`src/rtl/debug_mux_pkg.sv`:
```
// Shared definitions for the debug mux controller.
//   dbg_op_t           command encoding carried on cmd_op
//   dbg_state_t        controller FSM states
//   DBG_MUX_SEL_INJECT mux_sel level that selects the injected value
package debug_mux_pkg;

  typedef enum logic [1:0] {
    OP_LOAD    = 2'd0,
    OP_APPLY   = 2'd1,
    OP_CAPTURE = 2'd2,
    OP_CLEAR   = 2'd3
  } dbg_op_t;

  typedef enum logic [2:0] {
    ST_IDLE      = 3'd0,
    ST_SHIFT_IN  = 3'd1,
    ST_APPLY     = 3'd2,
    ST_CAPTURE   = 3'd3,
    ST_SHIFT_OUT = 3'd4
  } dbg_state_t;

  // A mux site passes its injected value when its select is at this level.
  localparam logic DBG_MUX_SEL_INJECT = 1'b1;

endpackage

```
`src/rtl/dbg_shift_reg.sv`:
```
// Serial-in / serial-out register with a saturating bit counter.
// The counter points at the bit being written (serial in) or shown (serial out).
//   clk, rst    clock and synchronous active-high reset (clears data and counter)
//   clr         restart the counter at bit 0, data kept
//   load        parallel load of load_data, counter restarts at bit 0
//   sin_en, si  write si into data[cnt], then advance the counter
//   adv         advance the counter without writing
//   data        current register contents
//   so_next     bit at position cnt+1 (the bit shown after the next advance)
//   last        counter is at the top bit
//   next_last   counter is one below the top bit
module dbg_shift_reg #(
  parameter int WIDTH = 16,
  parameter int CNT_W = 5
) (
  input  logic             clk,
  input  logic             rst,
  input  logic             clr,
  input  logic             load,
  input  logic [WIDTH-1:0] load_data,
  input  logic             sin_en,
  input  logic             si,
  input  logic             adv,
  output logic [WIDTH-1:0] data,
  output logic             so_next,
  output logic             last,
  output logic             next_last
);

  localparam logic [CNT_W-1:0] CNT_MAX = CNT_W'(WIDTH - 1);

  logic [WIDTH-1:0] data_reg;
  logic [WIDTH-1:0] data_next;
  logic [CNT_W-1:0] cnt_reg;
  logic [CNT_W-1:0] cnt_next;
  logic [CNT_W-1:0] cnt_inc;

  assign cnt_inc   = cnt_reg + 1'b1;
  assign last      = (cnt_reg == CNT_MAX);
  assign next_last = (cnt_inc == CNT_MAX);
  assign data      = data_reg;

  // Per-bit write enable decoded from the counter: only the addressed bit
  // takes si, so a stalled beat (sin_en low) leaves every bit untouched.
  genvar gi;
  generate
    for (gi = 0; gi < WIDTH; gi++) begin : g_bit
      assign data_next[gi] = load ? load_data[gi] :
                             ((sin_en && (cnt_reg == CNT_W'(gi))) ? si : data_reg[gi]);
    end
  endgenerate

  // Counter saturates at the top bit so extra beats cannot wrap it back to 0.
  always_comb begin
    cnt_next = cnt_reg;
    if (clr || load) begin
      cnt_next = '0;
    end else if ((sin_en || adv) && !last) begin
      cnt_next = cnt_inc;
    end
  end

  always_comb begin
    so_next = 1'b0;
    for (int i = 0; i < WIDTH; i++) begin
      if (cnt_inc == CNT_W'(i)) begin
        so_next = data_reg[i];
      end
    end
  end

  always_ff @(posedge clk) begin
    if (rst) begin
      data_reg <= '0;
      cnt_reg  <= '0;
    end else begin
      data_reg <= data_next;
      cnt_reg  <= cnt_next;
    end
  end

endmodule

```
`src/rtl/debug_mux_ctrl.sv`:
```
// Debug mux controller for a debug-instrumented netlist. Each instrumented gate
// output feeds a MUX2 (sel=0 original, sel=1 injected). Patterns are loaded
// serially into a shadow register and applied atomically; original gate values
// are captured and read out serially.
//   clk, rst             clock and synchronous active-high reset
//   cmd_valid/op/ready   command handshake (LOAD, APPLY, CAPTURE, CLEAR)
//   si, si_valid         serial pattern input, LSB first: N values then N selects
//   so, so_valid         serial capture output, LSB first
//   done                 one-cycle pulse when a command completes
//   mux_sel, mux_input   drive the instrumented mux selects and injected values
//   obs                  original gate values, sampled only in CAPTURE
module debug_mux_ctrl
  import debug_mux_pkg::*;
#(
  parameter int N_SITES = 8,
  parameter int CNT_W   = $clog2(2 * N_SITES + 1)
) (
  input  logic               clk,
  input  logic               rst,
  input  logic               cmd_valid,
  input  logic [1:0]         cmd_op,
  output logic               cmd_ready,
  input  logic               si,
  input  logic               si_valid,
  output logic               so,
  output logic               so_valid,
  output logic               done,
  output logic [N_SITES-1:0] mux_sel,
  output logic [N_SITES-1:0] mux_input,
  input  logic [N_SITES-1:0] obs
);

  dbg_state_t         state_reg;
  logic [N_SITES-1:0] mux_sel_reg;
  logic [N_SITES-1:0] mux_input_reg;
  logic               so_reg;
  logic               so_valid_reg;
  logic               done_reg;

  dbg_op_t            op;
  logic               accept;

  logic [2*N_SITES-1:0] shadow_data;
  logic                 shadow_last;
  logic                 shadow_so_next_unused;
  logic                 shadow_next_last_unused;
  logic                 shadow_clr;
  logic                 shadow_sin;

  logic [N_SITES-1:0]   capture_data_unused;
  logic                 capture_so_next;
  logic                 capture_last;
  logic                 capture_next_last;
  logic                 capture_load;
  logic                 capture_adv;

  assign op        = dbg_op_t'(cmd_op);
  assign cmd_ready = (state_reg == ST_IDLE);
  assign accept    = cmd_valid && cmd_ready;

  assign mux_sel   = mux_sel_reg;
  assign mux_input = mux_input_reg;
  assign so        = so_reg;
  assign so_valid  = so_valid_reg;
  assign done      = done_reg;

  // Every LOAD restarts at bit 0; the shadow contents themselves are simply
  // overwritten beat by beat, so a completed LOAD always replaces all bits.
  assign shadow_clr = accept && (op == OP_LOAD);
  assign shadow_sin = (state_reg == ST_SHIFT_IN) && si_valid;

  assign capture_load = (state_reg == ST_CAPTURE);
  assign capture_adv  = (state_reg == ST_SHIFT_OUT);

  dbg_shift_reg #(
    .WIDTH (2 * N_SITES),
    .CNT_W (CNT_W)
  ) u_shadow (
    .clk       (clk),
    .rst       (rst),
    .clr       (shadow_clr),
    .load      (1'b0),
    .load_data ('0),
    .sin_en    (shadow_sin),
    .si        (si),
    .adv       (1'b0),
    .data      (shadow_data),
    .so_next   (shadow_so_next_unused),
    .last      (shadow_last),
    .next_last (shadow_next_last_unused)
  );

  dbg_shift_reg #(
    .WIDTH (N_SITES),
    .CNT_W (CNT_W)
  ) u_capture (
    .clk       (clk),
    .rst       (rst),
    .clr       (1'b0),
    .load      (capture_load),
    .load_data (obs),
    .sin_en    (1'b0),
    .si        (1'b0),
    .adv       (capture_adv),
    .data      (capture_data_unused),
    .so_next   (capture_so_next),
    .last      (capture_last),
    .next_last (capture_next_last)
  );

  always_ff @(posedge clk) begin
    if (rst) begin
      state_reg     <= ST_IDLE;
      mux_sel_reg   <= '0;
      mux_input_reg <= '0;
      so_reg        <= 1'b0;
      so_valid_reg  <= 1'b0;
      done_reg      <= 1'b0;
    end else begin
      done_reg <= 1'b0;
      case (state_reg)
        ST_IDLE: begin
          if (accept) begin
            case (op)
              OP_LOAD:    state_reg <= ST_SHIFT_IN;
              OP_APPLY:   state_reg <= ST_APPLY;
              OP_CAPTURE: state_reg <= ST_CAPTURE;
              OP_CLEAR: begin
                // Return the netlist to transparent; the shadow is kept.
                mux_sel_reg   <= '0;
                mux_input_reg <= '0;
                done_reg      <= 1'b1;
              end
              default: ;
            endcase
          end
        end

        ST_SHIFT_IN: begin
          if (si_valid && shadow_last) begin
            state_reg <= ST_IDLE;
            done_reg  <= 1'b1;
          end
        end

        ST_APPLY: begin
          // Values and selects change on the same edge so the netlist never
          // sees a half-applied pattern.
          mux_input_reg <= shadow_data[N_SITES-1:0];
          mux_sel_reg   <= shadow_data[2*N_SITES-1:N_SITES];
          done_reg      <= 1'b1;
          state_reg     <= ST_IDLE;
        end

        ST_CAPTURE: begin
          // obs[0] goes straight to so on the capture edge so the first bit is
          // visible in the first SHIFT_OUT cycle.
          so_reg       <= obs[0];
          so_valid_reg <= 1'b1;
          done_reg     <= (N_SITES == 1);
          state_reg    <= ST_SHIFT_OUT;
        end

        ST_SHIFT_OUT: begin
          if (capture_last) begin
            so_reg       <= 1'b0;
            so_valid_reg <= 1'b0;
            state_reg    <= ST_IDLE;
          end else begin
            // done rides along with the final bit.
            so_reg   <= capture_so_next;
            done_reg <= capture_next_last;
          end
        end

        default: state_reg <= ST_IDLE;
      endcase
    end
  end

endmodule

```
`config.mk`:
```
export PLATFORM = sky130hd
export DESIGN_NAME = debug_mux_ctrl
export DESIGN_NICKNAME = d
export VERILOG_FILES = /design/src/rtl/debug_mux_pkg.sv /design/src/rtl/dbg_shift_reg.sv /design/src/rtl/debug_mux_ctrl.sv
export SDC_FILE = /design/constraint.sdc
export NUM_CORES = 1
export LEC_CHECK = 0
export CORE_ASPECT_RATIO = 1.4
export CORE_MARGIN = 2
export CORE_UTILIZATION = 60
export CTS_BUF_LIST = sky130_fd_sc_hd__clkbuf_8
export CTS_CLUSTER_DIAMETER = 80
export DETAILED_ROUTE_END_ITERATION = 12
export HOLD_SLACK_MARGIN = 0.06
export PLACE_DENSITY = 0.84
export SYNTH_ARGS = -nofsm -noshare
export SYNTH_HDL_FRONTEND = slang
export SYNTH_HIERARCHICAL = 1
export SYNTH_SLANG_ARGS = --single-unit
export TNS_END_PERCENT = 50
```
`constraint.sdc`:
```
create_clock -name clk -period 5.2 [get_ports clk]
set_input_delay 1.04 -clock clk [delete_from_list [all_inputs] [get_ports clk]]
set_output_delay 1.04 -clock clk [all_outputs]
set_load 0.02 [all_outputs]
```
* After elaboration in Yosys (flattened, before gate mapping)
Index checks and enable logic that the tools add are counted.
** Word-level totals
- Register bits after elaboration :: 56
- Output and inout port bits :: 20
** Cells by class
- $add $sub $neg :: 2
- Equal/unequal tests :: 35
- Mux-type cells :: 26
- Reductions and logical operators :: 35
** Operators by type and width (number)
- equality test 5 x 3 -> 1 bit (second input constant) :: 9
- equality test 5 x 4 -> 1 bit (second input constant) :: 8
- case mux 8 bit (2 select lines) :: 2
- logical AND 1 bit :: 22
- equality test 5 x 2 -> 1 bit (second input constant) :: 4
- 2-to-1 mux 8 bit :: 2
- 2-to-1 mux 1 bit :: 14
- case mux 3 bit (4 select lines) :: 1
- adder 5 x 1 -> 5 bit (second input constant) :: 2
- equality test 5 x 1 -> 1 bit (second input constant) :: 2
- logical NOT 5 bit :: 2
- 2-to-1 mux 3 bit :: 3
- case mux 3 bit (3 select lines) :: 1
- != test 2 x 1 -> 1 bit (second input constant) :: 4
- equality test 3 x 2 -> 1 bit (second input constant) :: 2
- equality test 2 bit (second input constant) :: 2
- != test 4 x 1 -> 1 bit (second input constant) :: 1
- case mux 1 bit (2 select lines) :: 2
- case mux 1 bit (4 select lines) :: 1
- AND reduction 4 bit :: 1
- nonzero test 2 bit :: 2
- OR reduction 2 bit :: 2
- equality test 3 x 1 -> 1 bit (second input constant) :: 1
- equality test 3 bit (second input constant) :: 1
- other kinds (6) :: 7

* Logic depth before layout (Yosys ltp)
Gate-level depths: netlist (run 1).
- Depth in word-level cells :: 12
- Gate-level depth with buffers :: 9

* Modules after synthesis
The synthesis (run 1) kept the hierarchy.
** By module, submodules not included
- dbg_shift_reg (u_shadow) :: instances 1, cells an instance 170, area an instance 1360.1 µm², sequential area each 420.4 µm²
- debug_mux_ctrl :: instances 1, cells an instance 117, area an instance 1024.7 µm², sequential area each 440.4 µm²
- dbg_shift_reg (u_capture) :: instances 1, cells an instance 106, area an instance 928.4 µm², sequential area each 260.2 µm²

* Worst setup path before layout (run 1)
Ideal clock, no wire load.
- Path kind :: register to output
- Start :: register state_reg[0]
- End :: output cmd_ready
- Arrival :: 1.081 ns
- Required time :: 4.160 ns
- Setup slack :: 3.079 ns
- Stages on the path, launching flop included :: 5
- Path buffers :: 2
- Path through :: dfxtp_1 > buf_6 > or2_1 > buf_6 > nor2_1
** Between the ends
- Word-level cells in the longest chain between the ends :: 1
** Ends and longest elaborated chain
- from (decl) :: RTL line debug_mux_ctrl.sv:33 : dbg_state_t state_reg;
- from (signal assigned) :: RTL line debug_mux_ctrl.sv:113 : state_reg <= ST_IDLE;
- from (signal assigned) :: RTL line debug_mux_ctrl.sv:125 : OP_LOAD: state_reg <= ST_SHIFT_IN;
- from (signal assigned) :: RTL line debug_mux_ctrl.sv:126 : OP_APPLY: state_reg <= ST_APPLY;
- logical NOT 3 bit :: RTL line debug_mux_ctrl.sv:58 : assign cmd_ready = (state_reg == ST_IDLE);
- to (decl) :: RTL line debug_mux_ctrl.sv:22 : output logic cmd_ready,
Every way passes these cells.

* Worst setup path after layout (run 1)
Ends and elaborated chain as after synthesis.

==> impl_results.md, run 1 <==
* Hold path depth at 2
* Setup_tns at 0 ns
* Tmin final at 3.19 ns
* Crit. End Element: output pin
* # Max-Cap Violations at 0
* Min-delay src: u_shadow/data[15]
* Yosys warns at 6
* Site Rows at 30
* Die W at 64.5 µm
* Fmax achieved at 0.313 GHz
* PD cells at 240 mW/mm²
* Per-instance average area after synthesis at 8.65 µm²
* TritonCTS clock tree: done
* Starting DRT DRC Count at 219
* Slew Viols, Final at 0
* Clk Latency, worst-skew pair at 0.31 ns
* Launch point of the worst reg-to-reg path: state_reg[0]
* Final #Nets at 421
* Antenna Cells at 0
* CTS buffer count at 5
* Post-CTS setup buffer count at 0
* Fillers at 407
* Req. time, crit path at 4.16 ns
* Slew at the pin closest to its max-slew limit at 0.929 ns
* Worst setup SP type: flop
* Tot Pwr at 0.842 mW
* Via density at 5.55
* CTS H-tree lvls at 2
* Layout cells sized above 1 at 0.0761
* CP max FO at 19
* Global-route wire length before repair at 10700 µm
* CP peak stage delay at 0.62 ns
* Die area at 0.00572 mm²
* GR Util All Layers at 0.234
* Largest net degree at the start of global routing at 49
* DR DRC count at 0
* Outcome: finished, final reports clean
* GRT overflow at 0
* Initial antenna violation count at 0
* Syn Std Cell Area at 0.00307 mm²
* Worst R2R Path Depth at 5
* Vias in the first global route at 2429
* I/O Buffers at 34
* Max reg flops at 16
* Initial Utilization at 0.629
* DR vias at 2540
* Clock transition at path regs at 0.11 ns
* Worst clock skew at 0.0125 ns
* Final Cell Area at 0.00351 mm²
* Final hold violation count at 0
* CP startpoint: state_reg[0]
* RSZ-0062 raised after global routing: false
* CTS max path bufs at 2
* Die Y at 88.7 µm
* Worst vdd ir at 0.223 mV
* Post-CTS Resized at 0
* IO Pins at 35
* Clk root buf: clkbuf_8
* Final worst-path cycle share at 0.614
* Syn-to-layout area delta at 14.2%
* Worst setup slack after layout at 2.01 ns
* Hold Slack at 0.450 ns
* Slew HR at 0.381
* Initial DRT Pass Iterations at 4
* Crit-path cells: or2_1, nor2_1, clkdlybuf4s50_1
* Setup CP Type: flop to output pin
* Core region area at 0.00488 mm²
* Cells after Synth at 355
* Dpl ws at 2.33 ns
* Area of the multi-input gates at 0.00179 mm²
* Hpwl dp at 4510 µm
* Register area at 0.00112 mm²
* Clock sinks at 56
* Routed Antenna Nets at 0
* Worst hold path type: flop to flop
* Post-DP Area at 0.00340 mm²
* Critical path's slowest cell: or2_1
* Mean routed wirelength per cell at 13.8 µm
* GP Congestion at 0.852
* Arr. time, crit path at 2.15 ns
* P_leak at 1.30 nW
* Setup violators final at 0
* DRT Wirelength at 6330 µm
* # hold bufs at CTS at 0
-- cell usage in the layout (no fill, tap or decap), types with 4 or more instances in the layout --
cell and n:
dfxtp_1 56, nor2_1 41, clkdlybuf4s50_1 33, a21oi_1 30, nand2_1 28, conb_1 25, inv_1 20, a211oi_1 20
mux2i_1 15, ha_1 13, o21ai_1 11, o21ai_0 11, and3_1 7, nand3_1 5, a2111oi_0 5, clkbuf_8 5
xor2_1 5, a2111oi_2 4, a311oi_1 4, and4_1 4, nor3_2 4
-- stage by stage --
step,utilization,std cells
after floorplan,-,379
after global placement,0.696,450
after detailed placement,0.696,450
after CTS,0.719,458
after global routing,0.719,458
final,0.719,458
-- where the power goes --
group / switching, mW / internal [mW]
registers: 0.0119 / 0.444
clock network: 0.141 / 0.143
logic: 0.0601 / 0.0425
-- worst max-delay path: cells and delay by family, from the launching register on --
family / cells / cell delay [ns]
AND/OR/NAND/NOR: 2 / 0.74
flip-flops: 1 / 0.54
buffers and inverters: 1 / 0.57
-- final timing paths --
check	to	slack, ns
setup / recovery	cmd_ready	2.01
hold / removal	mux_sel[7]	0.45
setup reg to reg	u_shadow/cnt_reg[4]	2.99
hold reg to reg	mux_sel[7]	0.45
-- final cells by class --
class / count / area share
multi-input cells: 276 / 0.509
flip-flops and latches: 56 / 0.320
repair buffers: 34 / 0.0956
well taps: 64 / 0.0228
inverters: 20 / 0.0214
clock buffers: 5 / 0.0196
clock inverters: 3 / 0.0121
-- metal layers --
layer	routed length, µm	vias up	global-route usage
met5	0	-	0
met4	97	0	0.0812
met3	205	11	0.0356
met2	3370	41	0.454
met1	2660	1186	0.257
li1	-	1302	-
Note: power is estimated with default switching activity, not from simulation.
==> inputs of run 2 (changes only) <==
--- a/config.mk
+++ b/config.mk
@@ -7,12 +7,12 @@
 export LEC_CHECK = 0
 export CORE_ASPECT_RATIO = 1.4
 export CORE_MARGIN = 2
-export CORE_UTILIZATION = 60
+export CORE_UTILIZATION = 59
 export CTS_BUF_LIST = sky130_fd_sc_hd__clkbuf_8
 export CTS_CLUSTER_DIAMETER = 80
 export DETAILED_ROUTE_END_ITERATION = 12
 export HOLD_SLACK_MARGIN = 0.06
-export PLACE_DENSITY = 0.84
+export PLACE_DENSITY = 0.83
 export SYNTH_ARGS = -nofsm -noshare
 export SYNTH_HDL_FRONTEND = slang
 export SYNTH_HIERARCHICAL = 1
==> constraint.sdc (replaced) <==
create_clock -name clk -period 3.24 [get_ports clk]
set_input_delay 0.648 -clock clk [delete_from_list [all_inputs] [get_ports clk]]
set_output_delay 0.648 -clock clk [all_outputs]
set_load 0.02 [all_outputs]
==> impl_results.md, run 2 (synthesized netlist as in run 1, its figures left out) <==
* Outcome: finished, final reports clean (unchanged)
* Die W at 65.0 µm (was 64.5 µm)
* Logic pwr share at 0.125 (was 0.122)
* Setup violators final at 0 (unchanged)
* Final worst-path cycle share at 0.811
* Worst Setup EP: cmd_ready (unchanged)
* Tmin final at 2.63 ns
* Layout cells sized above 1 at 0.0806 (was 0.0761)
* Req. time, crit path at 2.59 ns (was 4.16 ns)
* GR Util All Layers at 0.241 (was 0.234)
* Reg-to-reg critical path endpoint: so (was u_shadow/cnt_reg[4])
* Pint at 1.01 mW (was 0.629 mW)
* CTS max path bufs at 2 (unchanged)
* Worst setup SP type: flop (unchanged)
* DRT Wirelength at 6770 µm (was 6330 µm)
* DR DRC count at 0 (unchanged)
* TritonCTS clock tree: done (unchanged)
* IO Pins at 35 (unchanged)
* Clk Latency, worst-skew pair at 0.31 ns (about the same)
* Worst clock skew at 0.0130 ns (was 0.0125 ns)
* Worst vdd ir at 0.248 mV (was 0.223 mV)
* I/O Buffers at 34 (unchanged)
* Antenna Cells at 0 (unchanged)
* Initial Utilization at 0.605 (was 0.629)
* Global-route wire length before repair at 11000 µm (was 10700 µm)
* Min-delay src: u_shadow/data[0] (was u_shadow/data[15])
* Slew at the pin closest to its max-slew limit at 0.831 ns (was 0.929 ns)
* Tot Pwr at 1.36 mW (was 0.842 mW)
* Initial DRT Pass Iterations at 4 (unchanged)
* Final Cell Area at 0.00354 mm² (was 0.00351 mm²)
* Die Y at 89.4 µm (was 88.7 µm)
* Final #Nets at 424 (was 421)
* Slew Viols, Final at 0 (unchanged)
* Setup_tns at 0 ns (unchanged)
* Worst R2R Path Depth at 8 (was 5)
* Delay-heaviest family, CP: buffers and inverters (was simple AND/OR/NAND/NOR gates)
* Routed Antenna Nets at 0 (unchanged)
* Hpwl dp at 4830 µm (was 4510 µm)
* # Max-Cap Violations at 0 (unchanged)
* Post-CTS Resized at 0 (unchanged)
* Clock group share of total power at 0.337 (about the same)
* R2r setup slk at 1.00 ns (was 2.99 ns)
* GP Congestion at 0.800 (was 0.852)
* Die area at 0.00581 mm² (was 0.00572 mm²)
* Vias in the first global route at 2542 (was 2429)
* # hold bufs at CTS at 0 (unchanged)
* Post-DP Area at 0.00343 mm² (was 0.00340 mm²)
* CP Buf/Inv Count at 2 (was 1)
* Fillers at 437 (was 407)
* P_leak at 1.32 nW (was 1.30 nW)
* Starting DRT DRC Count at 117 (was 219)
* GRT overflow at 0 (unchanged)
* DR vias at 2610 (was 2540)
* Syn-to-layout area delta at 15.2% (was 14.2%)
* Core region area at 0.00508 mm² (was 0.00488 mm²)
* Initial antenna violation count at 0 (unchanged)
* CP peak stage delay at 0.63 ns (was 0.62 ns)
* CTS H-tree lvls at 2 (unchanged)
* Cell depth of the worst setup path at 4 (was 3)
* CP startpoint: state_reg[0] (unchanged)
* Critical path's slowest cell: clkdlybuf4s50_1 (was or2_1)
* Via density at 5.64 (was 5.55)
* Fmax achieved at 0.381 GHz
* Final hold violation count at 0 (unchanged)
* Post-CTS setup buffer count at 0 (unchanged)
* Site Rows at 31 (was 30)
* Worst hold path type: flop to flop (unchanged)
* Largest net degree at the start of global routing at 31 (was 49)
* Clock sinks at 56 (unchanged)
* Setup CP Type: flop to output pin (unchanged)
* Slew HR at 0.446 (was 0.381)
* Hold Slack at 0.460 ns (was 0.450 ns)
* PD cells at 385 mW/mm² (was 240 mW/mm²)
* CP max FO at 19 (unchanged)
* Clock transition at path regs at 0.09 ns (was 0.11 ns)
* Commonest non-fill, non-tap cells in the layout: 56 x dfxtp_1, 41 x nor2_1, 34 x clkdlybuf4s50_1 (was 56 x dfxtp_1, 41 x nor2_1, 33 x clkdlybuf4s50_1)
* Switching part of the total at 0.256 (was 0.253)
* Arr. time, crit path at 1.98 ns (was 2.15 ns)
* RSZ-0062 raised after global routing: false (unchanged)
* Switching power at 0.349 mW (was 0.213 mW)
* Clk root buf: clkbuf_8 (unchanged)
* Mean routed wirelength per cell at 14.6 µm (was 13.8 µm)
* Crit. End Element: output pin (unchanged)
* Crit-path cells: or2_1, buf_4, nor2_1, clkdlybuf4s50_1 (was or2_1, nor2_1, clkdlybuf4s50_1)
* Sequential Power Share at 0.538 (was 0.542)
* Max reg flops at 16 (unchanged)
* Commonest non-fill, non-tap cell in the layout: dfxtp_1 (unchanged)
* CTS buffer count at 5 (unchanged)
* Launch point of the worst reg-to-reg path: u_capture/cnt_reg[0] (was state_reg[0])
-- run 2: cell types whose count changed in the layout (fill, tap and decap cells not counted), sizes merged --
cell / before / now
buf: 1 / 3
clkdlybuf4s50: 33 / 34
-- run 2: power by group through the flow --
| stage | combinational [mW] | clock (mW) | sequential [mW] |
|---|---|---|---|
| detailed placement | 0.166 | 0 | 0.749 |
| floorplan | 0.121 | 0 | 0.744 |
| global route | 0.188 | 0.490 | 0.736 |
| CTS | 0.167 | 0.463 | 0.733 |
| global placement | 0.162 | 0 | 0.748 |
| finish | 0.171 | 0.460 | 0.733 |
-- run 2: cell type report --
type / instances / area (µm²) / share of cell area
multi-input cells: 276 / 1790 / 0.505
flip-flops and latches: 56 / 1120 / 0.317
repair buffers: 37 / 363 / 0.103
well taps: 66 / 82.6 / 0.0233
inverters: 20 / 75.1 / 0.0212
clock buffers: 5 / 68.8 / 0.0194
clock inverters: 3 / 42.5 / 0.0120
-- run 2: how the worst min path moves through the flow --
stage                         endpoint  slack (ns)  depth (start not counted)
after floorplan           mux_input[0]        0.44                          2
after global placement    mux_input[7]        0.45                          2
after detailed placement    mux_sel[4]        0.45                          2
after CTS                 mux_input[0]        0.47                          2
after global routing      mux_input[0]        0.48                          2
final                     mux_input[0]        0.46                          2
-- run 2: routing by layer --
layer	global-route usage	wire length [µm]	vias to the layer above
li1	-	-	1314
met1	0.236	2710	1234
met2	0.503	3740	48
met3	0.0315	177	14
met4	0.0870	140	0
met5	0	0	-
-- run 2: worst register-to-register path, stage by stage, from the launching register on --
cell      delay (ns)
dfxtp_1         0.47
inv_1           0.10
ha_1            0.31
or4b_2          0.65
o21ai_1         0.13
o22ai_1         0.10
nor2_1          0.10
a21boi_1        0.09
nor4_2          0.20
-- run 2: metrics by stage --
stage                      util  instances  worst slack, ns
after floorplan               -        379             1.26
final                     0.696        463            0.613
after global placement    0.674        455            0.809
after detailed placement  0.674        455            0.792
after CTS                 0.696        463            0.612
after global routing      0.696        463            0.551
==> inputs of run 3 (changes only) <==
==> constraint.sdc (replaced) <==
create_clock -name clk -period 2.5 [get_ports clk]
set_input_delay 0.5 -clock clk [delete_from_list [all_inputs] [get_ports clk]]
set_output_delay 0.5 -clock clk [all_outputs]
set_load 0.02 [all_outputs]
==> impl_results.md, run 3 (synthesized netlist as in run 1, its figures left out) <==
* Worst vdd ir at 0.385 mV (was 0.248 mV)
* Hold Slack at 0.463 ns (was 0.460 ns)
* TritonCTS clock tree: done (unchanged)
* Final #Nets at 428 (was 424)
* Clk root buf: clkbuf_8 (unchanged)
* Critical path's slowest cell: clkdlybuf4s50_1 (unchanged)
* Slew at the pin closest to its max-slew limit at 0.700 ns (was 0.831 ns)
* Initial antenna violation count at 0 (unchanged)
* Arr. time, crit path at 1.76 ns (was 1.98 ns)
* Worst setup SP type: flop (unchanged)
* Largest net degree at the start of global routing at 31 (unchanged)
* Commonest non-fill, non-tap cell in the layout: dfxtp_1 (unchanged)
* Die W at 65.0 µm (unchanged)
* Crit-path cells: or2_1, nor2_1, clkdlybuf4s50_1 (was or2_1, buf_4, nor2_1, clkdlybuf4s50_1)
* IO Pins at 35 (unchanged)
* Setup_tns at 0 ns (unchanged)
* # Max-Cap Violations at 0 (unchanged)
* PD cells at 504 mW/mm² (was 385 mW/mm²)
* Antenna Cells at 0 (unchanged)
* Final worst-path cycle share at 0.904
* Crit. End Element: output pin (unchanged)
* Setup CP Type: flop to output pin (unchanged)
* Outcome: finished, final reports clean (unchanged)
* P_leak at 1.35 nW (was 1.32 nW)
* # hold bufs at CTS at 0 (unchanged)
* Via density at 5.62 (was 5.64)
* Setup violators final at 0 (unchanged)
* Slew Viols, Final at 0 (unchanged)
* I/O Buffers at 34 (unchanged)
* Clock transition at path regs at 0.09 ns (about the same)
* Req. time, crit path at 2.00 ns (was 2.59 ns)
* Clock sinks at 56 (unchanged)
* DR DRC count at 0 (unchanged)
* GRT overflow at 0 (unchanged)
* CTS max path bufs at 2 (unchanged)
* RSZ-0062 raised after global routing: false (unchanged)
* Initial DRT Pass Iterations at 4 (unchanged)
* Clk Latency, worst-skew pair at 0.31 ns (about the same)
* CP max FO at 8 (was 19)
* Layout cells sized above 1 at 0.0898 (was 0.0806)
* Routed Antenna Nets at 0 (unchanged)
* Site Rows at 31 (unchanged)
* Global-route wire length before repair at 11100 µm (was 11000 µm)
* Hpwl dp at 4800 µm (was 4830 µm)
* Worst clock skew at 0.0111 ns (was 0.0130 ns)
* Die Y at 89.4 µm (unchanged)
* Mean routed wirelength per cell at 14.5 µm (was 14.6 µm)
* DR vias at 2626 (was 2610)
* Post-CTS Resized at 0 (unchanged)
* Initial Utilization at 0.605 (unchanged)
* Tot Pwr at 1.80 mW (was 1.36 mW)
* GP Congestion at 0.808 (was 0.800)
* Post-CTS setup buffer count at 0 (unchanged)
* Commonest non-fill, non-tap cells in the layout: 56 x dfxtp_1, 41 x nor2_1, 34 x clkdlybuf4s50_1 (unchanged)
* Final hold violation count at 0 (unchanged)
* Die area at 0.00581 mm² (unchanged)
* Worst hold path type: flop to flop (unchanged)
* Inst Count DP at 459 (was 455)
* Tmin final at 2.26 ns
* CTS buffer count at 5 (unchanged)
* CP peak stage delay at 0.62 ns (was 0.63 ns)
* CTS H-tree lvls at 2 (unchanged)
* Syn-to-layout area delta at 16.5% (was 15.2%)
* Core region area at 0.00508 mm² (unchanged)
* Slew HR at 0.533 (was 0.446)
* Starting DRT DRC Count at 79 (was 117)
* GR Util All Layers at 0.243 (was 0.241)
* Final core utilization at 0.704 (was 0.696)
* Fmax achieved at 0.442 GHz
* Max reg flops at 16 (unchanged)
* DRT Wirelength at 6780 µm (was 6770 µm)
* Vias in the first global route at 2515 (was 2542)
* Layout Cells excl Fill at 467 (was 463)
## run 3: critical path, delay by kind of cell (launching register included)
family                 cells  cell delay [ns]
buffers and inverters      1             0.62
flip-flops                 1             0.42
AND/OR/NAND/NOR            2             0.41
## run 3: routing by layer
layer	vias to the layer above	track usage	part of all wire
li1	1323	-	-
met1	1237	0.262	0.40
met2	50	0.458	0.54
met3	16	0.0403	0.032
met4	0	0.114	0.025
met5	-	0	0
## run 3: final timing paths
kind,from,slack [ns],to,depth (start not counted)
worst max-delay path,state_reg[0],0.24,cmd_ready,3
worst min-delay path,u_shadow/data[4],0.46,mux_input[4],2
worst max register to register,u_capture/cnt_reg[0],0.38,so,8
worst min register to register,u_shadow/data[4],0.46,mux_input[4],2
## run 3: cell type report
cell class / count / area [µm²]
inverters: 20 / 75.1
clock inverters: 2 / 38.8
repair buffers: 41 / 393
well taps: 66 / 82.6
clock buffers: 6 / 82.6
fillers: 394 / 1500
multi-input cells: 276 / 1790
flip-flops and latches: 56 / 1120
## run 3: where the power goes
group	internal [mW]	switching (mW)
sequential	0.924	0.0258
clock	0.328	0.301
combinational	0.0962	0.130
total	1.35	0.457
## run 3: metrics by stage
step | area [µm²] | setup WS [ns]
after detailed placement | 3460 | 0.246
after floorplan | 3160 | 0.516
after global placement | 3460 | 0.302
after CTS | 3580 | 0.238
after global routing | 3580 | 0.166
final | 3580 | 0.240
==> edit 1 (settings of run 3) <==
Encoding of `dbg_state_t`: now Gray code (3 bits for 5 states).
--- a/src/rtl/debug_mux_pkg.sv
+++ b/src/rtl/debug_mux_pkg.sv
@@ -13,9 +13,9 @@
 
   typedef enum logic [2:0] {
-    ST_IDLE      = 3'd0,
-    ST_SHIFT_IN  = 3'd1,
-    ST_APPLY     = 3'd2,
-    ST_CAPTURE   = 3'd3,
-    ST_SHIFT_OUT = 3'd4
+    ST_IDLE      = 3'b000,
+    ST_SHIFT_IN  = 3'b001,
+    ST_APPLY     = 3'b011,
+    ST_CAPTURE   = 3'b010,
+    ST_SHIFT_OUT = 3'b110
   } dbg_state_t;
 
Check against the original RTL: same outputs for any inputs over 10 cycles, from zero or initial values and one cycle with rst high; not proved beyond that.
==> edit 1 against run 3 <==
Largest power group unchanged. Worst setup slack lost 0.045 ns. First-iteration DRC count increased by 94%. Design area decreased by 3.0%. Sequential cell count unchanged. Synthesized area decreased by 2.7%. Die area fell by 2.5%. Routed wire length decreased by 7.1%. Total power shrank 4.7%.
==> edit 1: results (changes against run 3) <==
Status -> complete, no violations
Rel. slew slack -> 0.5866 (+0.05371)
Num rows -> 30 (-3.2%)
Worst-path clk slew -> 0.10 ns
Worst path max stage delay -> 0.66 ns (+0.04 ns)
Met2 WL post-DR -> 3402 microns (-6.8%)
All-Layer GR Usage -> 0.2371 (-0.005745)
WP data arrival -> 2.51 ns (+0.75 ns)
GR Layer Usage met2 -> 0.4583 (about the same)
Vias per cell -> 5.759 (+2.4%)
Met1 usage -> 0.2514 (-0.01069)
Worst hold stages -> 1 (-1)
Wire length per cell -> 14.49 microns (-0.22%)
DRT iter0 DRCs -> 153 (+94%)
# Post-CTS Setup Buffers -> 0 (unchanged)
Post-DP Area -> 3377 sq um (-2.3%)
R2R depth -> 8 (unchanged)
Final Net Count -> 398 (-7.0%)
Max rail drop VDD -> 300.0 uV (-22%)
Fill count -> 396 (+0.51%)
Vias in the first global route -> 2,461 (-2.1%)
DR pass1 iterations -> 5 (+1)
Met1 Routed Length -> 2539 microns (-7.5%)
Clock insertion delay at the later pin of the skew report -> 0.30 ns
Placed insts -> 427 (-7.0%)
CTS max path bufs -> 2 (unchanged)
Final HPWL DP -> 4527 microns (-5.8%)
First-pass GRT wire length -> 10,660 microns (-4.3%)
Share of layout cells above drive strength 1 -> 0.07817 (-0.01161)
Largest register FFs -> 16 (unchanged)
Worst clock skew -> 0.01323 ns (+0.002173 ns)
Mapped Avg Cell Area -> 9.197 sq um (+6.3%)
CP max-delay cell -> or4b_2
Cell leakage power -> 1.322 nW (-1.7%)
Post-Layout Cell Count -> 435 (-6.9%)
H-Tree Depth -> 2 (unchanged)
Metal3 WL -> 192 microns (-12%)
Highest metal used -> met4
Met3 Use GR -> 0.03944 (-0.0008621)
Pre-CTS WS -> 0.1961 ns (-0.05027 ns)
GPL Wtd Cong -> 0.8583 (+6.2%)
Number of antenna violations at the first check in global routing -> 0 (unchanged)
-- edit 1: cell count changes in the layout (fill, tap and decap cells not counted), moves of 2 or more --
cell,run 3,this run
a21oi_1,30,12
o21ai_1,11,1
nand3b_1,3,1
a32o_1,0,16
and2_1,0,2
a32oi_1,0,2
o21ai_0,11,4
nor3b_4,3,1
nand2_1,28,13
nor2b_1,1,4
-- edit 1: final timing paths --
path / start / to / slack [ns]
setup reg to reg: u_capture/cnt_reg[0]$_SDFFE_PP0P_ / so$_SDFFE_PP0P_ / 0.19
hold reg to reg: u_shadow/data[14]$_SDFFE_PP0P_ / mux_sel[6]$_SDFFE_PP0P_ / 0.48
hold / removal: u_shadow/data[14]$_SDFFE_PP0P_ / mux_sel[6]$_SDFFE_PP0P_ / 0.48
setup / recovery: u_capture/cnt_reg[0]$_SDFFE_PP0P_ / so$_SDFFE_PP0P_ / 0.19
-- edit 1: report_power, final --
| part | total [mW] | leakage (nW) | switching [mW] | internal (mW) |
|---|---|---|---|---|
| sequential | 0.966 | 0.457 | 0.0332 | 0.933 |
| combinational | 0.248 | 0.817 | 0.137 | 0.112 |
| clock | 0.506 | 0.0486 | 0.284 | 0.222 |
| total | 1.72 | 1.32 | 0.454 | 1.27 |
-- edit 1: worst max-delay path, delay by kind of cell (launching register included) --
kind                       cells  cell delay (ns)
DFF                            1             0.45
and+or+nand+nor                3             0.88
buffers and inverters          1             0.10
AOI/OAI and AO/OA              3             0.50
adders and majority gates      1             0.30
-- edit 1: area by class of cell --
type | instances | area share
Clock buffer | 6 | 0.02379
Clock inverter | 2 | 0.003244
Inverter | 20 | 0.02163
Multi-Input combinational cell | 247 | 0.4942
Sequential cell | 56 | 0.3230
Tap cell | 64 | 0.02307
Timing Repair Buffer | 40 | 0.1110
==> edit 2 (flow settings as in run 3) <==
Made on the original files. `N_SITES`: 8 -> 16.
--- a/src/rtl/debug_mux_ctrl.sv
+++ b/src/rtl/debug_mux_ctrl.sv
@@ -13,5 +13,5 @@
   import debug_mux_pkg::*;
 #(
-  parameter int N_SITES = 8,
+  parameter int N_SITES = 16,
   parameter int CNT_W   = $clog2(2 * N_SITES + 1)
 ) (
Interface: changed (resized mux_input, mux_sel and obs); port bits go from 35 to 59. The function was not compared with the original's and may differ.
==> edit 2 against run 3 <==
Design area increased by 65%. Sequential cell count rose by 42. Via count up 66%. Non-clock buffer count increased by 39. Global-route usage rose by 2.1 points. Total power rose by 64%. Highest routed layer unchanged. Synthesized area grew 61%. Routed wire length up 71%. Combinational power is 36% higher. Critical path type unchanged. Worst hold slack better by 0.016 ns. Worst setup slack lost 0.16 ns. Die area up 57%. Critical endpoint unchanged. Register-to-register slack got worse by 0.26 ns.
==> edit 2: results (changes against run 3) <==
DRT iter0 DRCs -> 162 (+110%)
Largest register FFs -> 32 (+16)
Hold Buf Count CTS -> 0 (unchanged)
All-Layer GR Usage -> 0.2642 (+0.02135)
Share of layout cells above drive strength 1 -> 0.07988 (-0.009894)
Status -> complete, no violations
Clock insertion delay at the later pin of the skew report -> 0.37 ns (+0.06 ns)
Final Net Count -> 709 (+66%)
CTS max path bufs -> 2 (unchanged)
CP max-delay cell -> clkdlybuf4s50_1
DR pass1 iterations -> 5 (+1)
Cells after Synth -> 591 (+66%)
Total CTS buffers -> 9 (+4)
Final count of hold timing violations -> 0 (unchanged)
First-pass GRT wire length -> 18,830 microns (+69%)
Max rail drop VDD -> 639.9 uV (+66%)
Pin count of the biggest net entering global routing -> 65 (+110%)
Worst clock skew -> 0.01034 ns (-0.0007199 ns)
Vias in the first global route -> 4,156 (+65%)
Number of antenna violations at the first check in global routing -> 0 (unchanged)
Vias per cell -> 5.608 (-0.27%)
GPL Wtd Cong -> 0.9156 (+13%)
Cell leakage power -> 2.431 nW (+81%)
Worst path max stage delay -> 0.69 ns (+0.07 ns)
H-Tree Depth -> 3 (+1)
# setup viols final -> 0 (unchanged)
Root Driver -> clkbuf_8
Fill count -> 631 (+60%)
Rel. slew slack -> 0.5860 (+0.05309)
Final HPWL DP -> 8117 microns (+69%)
Port-buffer cells -> 58 (+71%)
Crit-path leading delay family -> buffers and inverters
WP data arrival -> 1.92 ns (+0.16 ns)
Placed insts -> 762 (+66%)
Post_cts resized -> 0 (unchanged)
Wire length per cell -> 14.88 microns (+2.4%)
# Post-CTS Setup Buffers -> 0 (unchanged)
HP Class -> in -> reg
Worst-path fanout max -> 9 (+1)
Post-Layout Cell Count -> 778 (+67%)
==> edit 2: path summary, 6_finish.rpt <==
kind / cells after the start / end / slack (ns) / start
setup / recovery: 2 / cmd_ready / 0.08 / state_reg[0]$_SDFFE_PP0P_
hold / removal: 2 / u_shadow/data[28]$_SDFFE_PP0P_ / 0.48 / rst
hold reg to reg: 1 / mux_sel[9]$_SDFFE_PP0P_ / 0.48 / u_shadow/data[25]$_SDFFE_PP0P_
setup reg to reg: 9 / so$_SDFFE_PP0P_ / 0.12 / u_capture/cnt_reg[1]$_SDFFE_PP0P_
==> edit 2: cell type report <==
| class | count | area share |
|---|---|---|
| multi-input cells | 469 | 0.4783 |
| well taps | 102 | 0.02155 |
| clock buffers | 9 | 0.02092 |
| clock inverters | 7 | 0.01183 |
| flip-flops and latches | 98 | 0.3315 |
| inverters | 13 | 0.008663 |
| repair buffers | 80 | 0.1272 |
==> edit 2: worst register-to-register path, cell delays in order (launching register included) <==
cell and delay, ns:
dfxtp_1 0.45, inv_1 0.12, ha_1 0.22, buf_4 0.17
a221oi_1 0.37, mux2i_1 0.15, a222oi_1 0.36, o2bb2ai_1 0.13
a21boi_0 0.25, a2111oi_2 0.07
==> edit 2: where the power goes <==
group | switching, mW | leakage [nW] | internal [mW]
Sequential | 0.0348 | 0.797 | 1.60
Combinational | 0.177 | 1.55 | 0.130
Clock | 0.557 | 0.0873 | 0.458
Total | 0.768 | 2.43 | 2.19
==> edit 2: through the flow <==
step | total power, mW | setup TNS, ns | setup slack (ns) | util | area [sq um]
after floorplan | 1.868 | 0 | 0.2325 | - | 5114
after global placement | 1.956 | 0 | 0.04853 | 0.7024 | 5724
after detailed placement | 1.968 | -0.01643 | -0.01643 | 0.7024 | 5724
after CTS | 2.971 | 0 | 0.07912 | 0.7262 | 5918
after global routing | 3.095 | 0 | 0.02161 | 0.7267 | 5922
final | 2.960 | 0 | 0.08368 | 0.7267 | 5922
==> edit 2: metal layers <==
layer / global-route usage / share of wire
met3: 0.05868 / 0.046
met5: 0 / 0
met1: 0.3046 / 0.40
met2: 0.4503 / 0.52
met4: 0.1299 / 0.039
